<file path="src/rtl/i2c_master_seq.sv">
// i2c_master_seq: byte-level I2C master sequencer.
// Accepts START/WRITE/READ/STOP commands over a valid/ready port. It drives
// the open-drain enables with quarter-period SCL timing and honours slave
// clock stretching. It returns one response per accepted command.
// Ports:
//   clk, rst_n                        - clock, synchronous active-low reset
//   cmd_valid/cmd_ready               - command handshake
//   cmd_op/cmd_data/cmd_nack          - opcode, write byte, read ACK bit
//   rsp_valid/rsp_data/rsp_ack/rsp_err - one-cycle response and its payload
//   busy                              - bus owned (not IDLE)
//   scl_oe/sda_oe                     - 1 = release line, 0 = drive low
//   scl_in/sda_in                     - resolved bus levels
module i2c_master_seq #(
    parameter int unsigned CLK_DIV = 8
) (
    input  logic       clk,
    input  logic       rst_n,
    input  logic       cmd_valid,
    output logic       cmd_ready,
    input  logic [1:0] cmd_op,
    input  logic [7:0] cmd_data,
    input  logic       cmd_nack,
    output logic       rsp_valid,
    output logic [7:0] rsp_data,
    output logic       rsp_ack,
    output logic       rsp_err,
    output logic       busy,
    output logic       scl_oe,
    output logic       sda_oe,
    input  logic       scl_in,
    input  logic       sda_in
);
    localparam int unsigned CNT_W = 16;
    localparam logic [CNT_W-1:0] CNT_LAST = CNT_W'(CLK_DIV - 1);

    localparam logic [2:0] S_IDLE   = 3'd0;
    localparam logic [2:0] S_HOLD   = 3'd1;
    localparam logic [2:0] S_START  = 3'd2;
    localparam logic [2:0] S_RSTART = 3'd3;
    localparam logic [2:0] S_BIT    = 3'd4;
    localparam logic [2:0] S_STOP   = 3'd5;

    localparam logic [1:0] OP_START = 2'd0;
    localparam logic [1:0] OP_WRITE = 2'd1;
    localparam logic [1:0] OP_READ  = 2'd2;

    logic [2:0]       state_q, state_d;
    logic [2:0]       qtr_q, qtr_d;
    logic [CNT_W-1:0] cnt_q, cnt_d;
    logic [3:0]       bit_q, bit_d;
    logic [1:0]       op_q, op_d;
    logic [7:0]       data_q, data_d;
    logic             nack_q, nack_d;
    logic [8:0]       rx_q, rx_d;
    logic             scl_oe_q, scl_oe_d;
    logic             sda_oe_q, sda_oe_d;
    logic             cmd_ready_q, cmd_ready_d;
    logic             busy_q, busy_d;
    logic             rsp_valid_q, rsp_valid_d;
    logic [7:0]       rsp_data_q, rsp_data_d;
    logic             rsp_ack_q, rsp_ack_d;
    logic             rsp_err_q, rsp_err_d;

    logic       stall;
    logic       qend;
    logic       done;
    logic [2:0] last_qtr;
    logic       bit_val;

    // Next-state, counters, response and next line levels
    always_comb begin
        state_d     = state_q;
        qtr_d       = qtr_q;
        cnt_d       = cnt_q;
        bit_d       = bit_q;
        op_d        = op_q;
        data_d      = data_q;
        nack_d      = nack_q;
        rx_d        = rx_q;
        rsp_valid_d = 1'b0;
        rsp_data_d  = rsp_data_q;
        rsp_ack_d   = rsp_ack_q;
        rsp_err_d   = rsp_err_q;
        done        = 1'b0;
        bit_val     = 1'b1;
        scl_oe_d    = 1'b1;
        sda_oe_d    = 1'b1;

        // A released SCL still read low means a slave is stretching the clock
        stall = scl_oe_q && !scl_in && (state_q != S_IDLE) && (state_q != S_HOLD);
        qend  = (cnt_q == CNT_LAST) && !stall;

        case (state_q)
            S_START:  last_qtr = 3'd2;
            S_RSTART: last_qtr = 3'd4;
            S_BIT:    last_qtr = 3'd3;
            default:  last_qtr = 3'd2;
        endcase

        case (state_q)
            S_IDLE, S_HOLD: begin
                cnt_d = '0;
                qtr_d = '0;
                bit_d = '0;
                // cmd_ready is high in both of these states
                if (cmd_valid) begin
                    op_d   = cmd_op;
                    data_d = cmd_data;
                    nack_d = cmd_nack;
                    if (cmd_op == OP_START) begin
                        state_d = (state_q == S_IDLE) ? S_START : S_RSTART;
                    end else if (state_q == S_IDLE) begin
                        rsp_valid_d = 1'b1;
                        rsp_err_d   = 1'b1;
                        rsp_data_d  = '0;
                        rsp_ack_d   = 1'b0;
                    end else begin
                        state_d = (cmd_op == OP_WRITE || cmd_op == OP_READ) ? S_BIT : S_STOP;
                    end
                end
            end
            default: begin
                if (!stall) begin
                    cnt_d = qend ? '0 : cnt_q + CNT_W'(1);
                end
                if (qend) begin
                    if (qtr_q == last_qtr) begin
                        qtr_d = '0;
                        if (state_q == S_BIT) begin
                            // Sample in the last cycle of the SCL-high quarter
                            rx_d = {rx_q[7:0], sda_in};
                            if (bit_q == 4'd8) begin
                                done = 1'b1;
                            end else begin
                                bit_d = bit_q + 4'd1;
                            end
                        end else begin
                            done = 1'b1;
                        end
                    end else begin
                        qtr_d = qtr_q + 3'd1;
                    end
                end
                if (done) begin
                    state_d     = (state_q == S_STOP) ? S_IDLE : S_HOLD;
                    rsp_valid_d = 1'b1;
                    rsp_err_d   = 1'b0;
                    rsp_data_d  = (op_q == OP_READ) ? rx_d[8:1] : 8'h00;
                    rsp_ack_d   = (op_q == OP_WRITE) ? rx_d[0] :
                                  (op_q == OP_READ)  ? nack_q  : 1'b0;
                end
            end
        endcase

        // SDA level of the bit about to be driven; 1 releases for slave data/ACK
        if (op_d == OP_WRITE && bit_d < 4'd8) begin
            bit_val = data_d[3'(4'd7 - bit_d)];
        end else if (op_d == OP_READ && bit_d == 4'd8) begin
            bit_val = nack_d;
        end

        // Line levels follow the state/quarter being entered
        case (state_d)
            S_IDLE: begin
                scl_oe_d = 1'b1;
                sda_oe_d = 1'b1;
            end
            S_START: begin
                scl_oe_d = (qtr_d < 3'd2);
                sda_oe_d = 1'b0;
            end
            S_RSTART: begin
                scl_oe_d = (qtr_d != 3'd0) && (qtr_d != 3'd4);
                sda_oe_d = (qtr_d < 3'd2);
            end
            S_BIT: begin
                scl_oe_d = (qtr_d >= 3'd2);
                sda_oe_d = bit_val;
            end
            S_STOP: begin
                scl_oe_d = (qtr_d != 3'd0);
                sda_oe_d = (qtr_d == 3'd2);
            end
            default: begin
                scl_oe_d = 1'b0;
                sda_oe_d = 1'b0;
            end
        endcase

        cmd_ready_d = (state_d == S_IDLE) || (state_d == S_HOLD);
        busy_d      = (state_d != S_IDLE);
    end

    // State and output registers
    always_ff @(posedge clk) begin
        if (!rst_n) begin
            state_q     <= S_IDLE;
            qtr_q       <= '0;
            cnt_q       <= '0;
            bit_q       <= '0;
            op_q        <= '0;
            data_q      <= '0;
            nack_q      <= 1'b0;
            rx_q        <= '0;
            scl_oe_q    <= 1'b1;
            sda_oe_q    <= 1'b1;
            cmd_ready_q <= 1'b1;
            busy_q      <= 1'b0;
            rsp_valid_q <= 1'b0;
            rsp_data_q  <= '0;
            rsp_ack_q   <= 1'b0;
            rsp_err_q   <= 1'b0;
        end else begin
            state_q     <= state_d;
            qtr_q       <= qtr_d;
            cnt_q       <= cnt_d;
            bit_q       <= bit_d;
            op_q        <= op_d;
            data_q      <= data_d;
            nack_q      <= nack_d;
            rx_q        <= rx_d;
            scl_oe_q    <= scl_oe_d;
            sda_oe_q    <= sda_oe_d;
            cmd_ready_q <= cmd_ready_d;
            busy_q      <= busy_d;
            rsp_valid_q <= rsp_valid_d;
            rsp_data_q  <= rsp_data_d;
            rsp_ack_q   <= rsp_ack_d;
            rsp_err_q   <= rsp_err_d;
        end
    end

    assign cmd_ready = cmd_ready_q;
    assign busy      = busy_q;
    assign rsp_valid = rsp_valid_q;
    assign rsp_data  = rsp_data_q;
    assign rsp_ack   = rsp_ack_q;
    assign rsp_err   = rsp_err_q;
    assign scl_oe    = scl_oe_q;
    assign sda_oe    = sda_oe_q;

endmodule

</file>
<file path="config.mk">
export PLATFORM = sky130hd
export DESIGN_NAME = i2c_master_seq
export DESIGN_NICKNAME = d
export VERILOG_FILES = /design/src/rtl/i2c_master_seq.sv
export SDC_FILE = /design/constraint.sdc
export NUM_CORES = 1
export LEC_CHECK = 0
export BUFFER_PORTS_ARGS = -buffer_cell sky130_fd_sc_hd__buf_2
export CORE_MARGIN = 10
export CORE_UTILIZATION = 35
export CTS_CLUSTER_DIAMETER = 50
export DETAILED_ROUTE_END_ITERATION = 16
export GPL_TIMING_DRIVEN = 0
export PLACE_DENSITY = 0.55
export SLEW_MARGIN = 40
export SYNTH_ARGS = -nofsm -noshare
export SYNTH_HDL_FRONTEND = slang
export SYNTH_SLANG_ARGS = --single-unit
</file>
<file path="constraint.sdc">
create_clock -name clk -period 2.3 [get_ports clk]
set_input_delay 0.23 -clock clk [delete_from_list [all_inputs] [get_ports clk]]
set_output_delay 0.23 -clock clk [all_outputs]
set_load 0.005 [all_outputs]
</file>
## Word-level counts from Yosys, hierarchy flattened

Cells that the tools add are included.

- $add $sub $neg: 4
- Order comparisons: 4
- Equal/unequal tests: 25
- Mux-type cells: 61
- Bitwise operators: 1
- Reductions and logical operators: 21

Operators with widths:

| kind | count |
|---|---|
| $mux 8 | 8 |
| $mux 1 | 30 |
| $mux 9 | 3 |
| $mux 3 | 8 |
| $mux 4 | 5 |
| $add 16x1->16 const B | 1 |
| $eq 16x3->1 const B | 1 |
| $mux 16 | 1 |
| $eq 3x2->1 const B | 4 |
| $eq 3x3->1 const B | 4 |
| $reduce_bool 3->1 | 3 |
| $eq 4x4->1 const B | 2 |
| $logic_and 1x1->1 | 7 |
| $eq 2x1->1 const B | 3 |
| $eq 2x2->1 const B | 3 |
| $eq 3x1->1 const B | 2 |
| $logic_not 3->1 | 2 |
| $ne 2x2->1 const B | 3 |
| $pmux 3 s2 | 1 |
| $pmux 1 s5 | 1 |
| $add 4x1->4 const B | 1 |
| $lt 3x4->1 const B | 1 |
| $lt 4x4->1 const B | 1 |
| $mux 2 | 2 |
| other kinds (17) | 19 |

- Register bits: 61
- Input bits: 16
- Output and inout port bits: 15
- Word-level logic and storage cells: 132

## Logic depth before layout (Yosys ltp)

- Depth after elaboration: 13
- Depth in mapped cells: 11
- Depth with buffers taken out: 9

## Least setup slack after synthesis

Ideal clock, no wire load.

- Path type: register to register
- Start: register bit_q[0]
- End: register sda_oe_q, in the netlist sda_oe
- Arrival time: 2.335 ns
- Data required time: 2.238 ns
- Path slack: -0.097 ns
- Cell stages (with the launch flop): 11
- Cells stage by stage: dfxtp_1 -> clkbuf_1 -> inv_1 -> ha_1 -> nand2_1 -> o21ai_0 -> o32a_1 -> and2_1 -> a311oi_2 -> o211ai_1 -> nand3_1

- Cells in the longest elaborated chain, start to end: 11
- Elaborated cells on any way between the ends: 28
- Classes of those cells: add/sub (2); order compare (1); eq/ne (5); mux (17); reduce/logical (3)

Ends and longest elaborated chain:

| item | RTL line | source |
|---|---|---|
| start, declared | 50 | `logic [3:0] bit_q, bit_d;` |
| start signal, assigned | 217 | `bit_q <= bit_d;` |
| $add 4x1->4 or $eq 4x4->1 (tied branches) | 135, 132 |  |
| $mux 4 | 132 | `if (bit_q == 4'd8) begin` |
| $mux 4 | 129 | `if (state_q == S_BIT) begin` |
| $mux 4 | 127 | `if (qtr_q == last_qtr) begin` |
| $mux 4 | 126 | `if (qend) begin` |
| $mux 4 | 100 | `case (state_q)` |
| $sub 3x3->3 or $eq 4x4->1 (tied branches) | 157, 158 |  |
| $bmux 1 s3 or $logic_and 1x1->1 (tied branches) | 157, 158 |  |
| $mux 1 (on tied branches) | 157, 158 |  |
| $mux 1 | 156 | `if (op_d == OP_WRITE && bit_d < 4'd8) begin` |
| $pmux 1 s4 * | 163 | `case (state_d)` |
| end signal, assigned | 223 | `sda_oe_q <= sda_oe_d;` |
| end, declared | 56 | `logic sda_oe_q, sda_oe_d;` |

Mark *: on every way between the ends. The rest lies on a longest branch, timed or not. The select of a mux whose other input is x is not followed.
A chain may end at the register's enable or synchronous reset.

## Final worst setup path

- Start: register cnt_q[3]
- End: register sda_oe_q, in the netlist sda_oe

- Cells in the longest elaborated chain, start to end: 9
- Elaborated cells on any way between the ends: 26
- Classes of those cells: add/sub (1); order compare (2); eq/ne (6); mux (13); reduce/logical (4)

Ends and longest elaborated chain:

| item | RTL line | source |
|---|---|---|
| start, declared | 49 | `logic [CNT_W-1:0] cnt_q, cnt_d;` |
| start signal, assigned | 216 | `cnt_q <= cnt_d;` |
| $eq 16x3->1 * | 91 | `qend = (cnt_q == CNT_LAST) && !stall;` |
| $logic_and 1x1->1 * | 91 |  |
| $mux 4 | 126 |  |
| $mux 4 | 100 |  |
| $sub 3x3->3 or $eq 4x4->1 (tied branches) | 157, 158 |  |
| $bmux 1 s3 or $logic_and 1x1->1 (tied branches) | 157, 158 |  |
| $mux 1 (on tied branches) | 157, 158 |  |
| $mux 1 | 156 |  |
| $pmux 1 s4 * | 163 |  |

Marks and branches as above.

==> impl_metrics.json <==
{
  "nFillCells": 847,
  "yosysSeqAreaShare_pct": 40.0,
  "drv_cap": 0,
  "cp_slowest_stage_delay_ps": 520,
  "fin_skew_ps": 10.1,
  "num-nets-final": 436,
  "path_cells": "or4_4 -> nor3_4 -> nand3_2 -> buf_4 -> nor3_4 -> o221a_4 -> nor3_4 -> a311oi_2 -> nand3_1",
  "numCtsBuffers": 9,
  "firstDrtPassIters": 5,
  "area_growth_syn_to_layout_pct": 29.0,
  "yosysWarnings": 0,
  "ys_types": 59,
  "gp_congestion": 0.801,
  "wire_per_inst_um": 14.9,
  "vias": 2718,
  "maxSlewViolCount": 0,
  "fin_hold_ws_ps": 109,
  "start_util_pct": 35.6,
  "violations": "setup timing",
  "core_area_um2": 8590,
  "syn_area_um2": 3060,
  "num_rows": 34,
  "outcome": "complete, but fails checks",
  "grt_setup_unrepaired": "yes",
  "die-height_um": 113,
  "dieArea_um2": 12900,
  "first_iter_violations": 122,
  "drt-total-wl_mm": 7.85,
  "synth_fp_nets": 380,
  "required_ps": 2510,
  "hold_violations": 0,
  "ctsLongestPathBuffers": 2,
  "io_pins": 31,
  "drive_gt1_share_pct": 29.0,
  "setup_violations": 12,
  "antenna_found_initial": 0,
  "antenna_cells": 0,
  "synthTopCellsByArea": "dfxtp_1 40%, nand2_1 6.5%, a21oi_1 4.6%",
  "synth_top_cell_area_share_pct": 40.0,
  "hpwlAfterDp_mm": 5.50,
  "clock_latency_ps": 350,
  "cts_root_buffer": "clkbuf_8",
  "finalCritPeriodShare_pct": 113,
  "synthFlopType": "dfxtp_1",
  "p_total_mw": 2.32,
  "worstSetupPathType": "flip-flop to flip-flop",
  "slowest_stage": "or4_4",
  "cp_max_fo": 6,
  "clock-sinks": 61,
  "grt_max_degree": 14,
  "synth_top_area_cell": "dfxtp_1",
  "grt_pass1_wl_mm": 13.2,
  "tritoncts": "yes",
  "drtAntennaViolNets": 0,
  "fin_ws_ps": -309,
  "timing.fmax_mhz": 383,
  "track_usage_pct": 12.3,
  "p_leak_nw": 1.46,
  "viasPerCell": 5.15,
  "portBuffers": 30,
  "netlist_instances": 359,
  "grt_pass1_vias": 2695,
  "path_common_cell": "nor3_4",
  "clk_pin_slew_worst_paths_ps": 80,
  "end_kind": "flip-flop",
  "grt_overflow": 0,
  "worstSetupStartpointType": "flip-flop",
  "worst_pin_slew_ps": 718,
  "drc": 0,
  "rrSetupSlack_ps": -310,
  "hp-class": "input pin to flip-flop",
  "slew_headroom_pct": 51.8,
  "synth_edf_count": 0,
  "period_needed_ps": 2610,
  "power_density_nw_per_um2": 589,
  "ys_ff_latch": 61,
  "ir_drop_mv": 0.411,
  "die_x_um": 113,
  "h-tree-depth": 3,
  "ys_async_sr_fraction_pct": 0,
  "avgSynthCellArea_um2": 8.51,
  "arrival_ps": 2820
}
final timing paths:
check,cells after the start,end,from
max,9,sda_oe,cnt_q[3]
min,3,data_q[6],cmd_data[6]
max reg2reg,9,sda_oe,cnt_q[3]
min reg2reg,2,rsp_data[3],rsp_data[3]
worst max-delay path, delay by kind of cell (launching register included):
family | cells | cell delay, ps
compound gates | 2 | 550
simple gates | 6 | 1370
flops | 1 | 360
buf+inv | 1 | 190
synthesized netlist by cell type (all sizes together), types with 4 or more instances:
master / count
a21oi: 30
clkbuf: 9
nand2: 53
buf: 8
and2: 9
mux2i: 11
nor2: 37
a31oi: 4
nor4: 5
inv: 6
nor3: 5
dfxtp: 61
nand4: 7
xor2: 9
and3: 7
or3: 6
nand2b: 4
nand3: 15
o21ai: 21
and4: 4
nor2b: 6
ha: 5
layer usage:
metal  GRT usage [%]  share of wire (%)  vias up
li1                -                  -     1404
met1            15.0                 46     1255
met2            20.0                 48       51
met3            4.36                5.4        8
met4            3.30                1.0        0
met5               0                  0        -
cells by family after synthesis:
family | after synthesis | share of synthesized area (%)
XOR/XNOR | 12 | 3.44
AND/OR/NAND/NOR | 165 | 28.4
buffers and inverters | 23 | 3.77
multiplexers | 13 | 4.34
adder cells (fa/ha/maj) | 5 | 2.05
AO/OA/AOI/OAI | 80 | 18.1
flip-flops | 61 | 40.0
state kept, by name, summed over array words and instances, names as in the netlist:
signal	cells
rx_q	9
cnt_q	16
scl_oe	1
busy	1
rsp_ack	1
rsp_valid	1
rsp_data	8
data_q	8
rsp_err	1
cmd_ready	1
op_q	2
bit_q	4
qtr_q	3
nack_q	1
sda_oe	1
state_q	3
power breakdown:
part           switching [mW]  internal (mW)
combinational          0.0818         0.0536
sequential             0.0135           1.07
clock                   0.477          0.627
stage by stage:
step | std cells | util (%) | TNS [ps] | worst slack, ps | cell area, um^2
after global placement | 497 | 38.9 | -4590 | -501 | 3340
after CTS | 526 | 44.4 | -2110 | -329 | 3810
after floorplan | 359 | - | -31.3 | -31.3 | 3060
after detailed placement | 497 | 38.9 | -5310 | -470 | 3340
final | 528 | 45.9 | -1560 | -309 | 3940
after global routing | 528 | 45.9 | -3150 | -397 | 3940
timing repair:
action	CTS	global route
gates resized for setup	35	31
setup buffers	13	5
pin swaps	12	12
setup endpoints to repair	37	36
hold buffers	0	0
cloned	0	0
cells in the final DEF, fill, tap and decap left out, drive strengths merged, types with 7 or more instances in the layout:
cell type  count
nand4          7
mux2i         11
o21ai         21
nand3         15
a21oi         30
clkbuf        17
nand2         53
xor2           9
inv           10
and3           7
and2           9
nor2          37
buf           54
dfxtp         61
layout make-up:
class                      count  area [um^2]  area share (%)
multi-input combinational    275         1920            48.8
sequential                    61         1240            31.5
tap                          108          135            3.43
inverter                       6         22.5           0.571
timing repair buffer          46          282            7.14
clock inverter                 7          104            2.63
buffer                        16          111            2.82
clock buffer                   9          124            3.14
(Power assumes the default switching activity.)
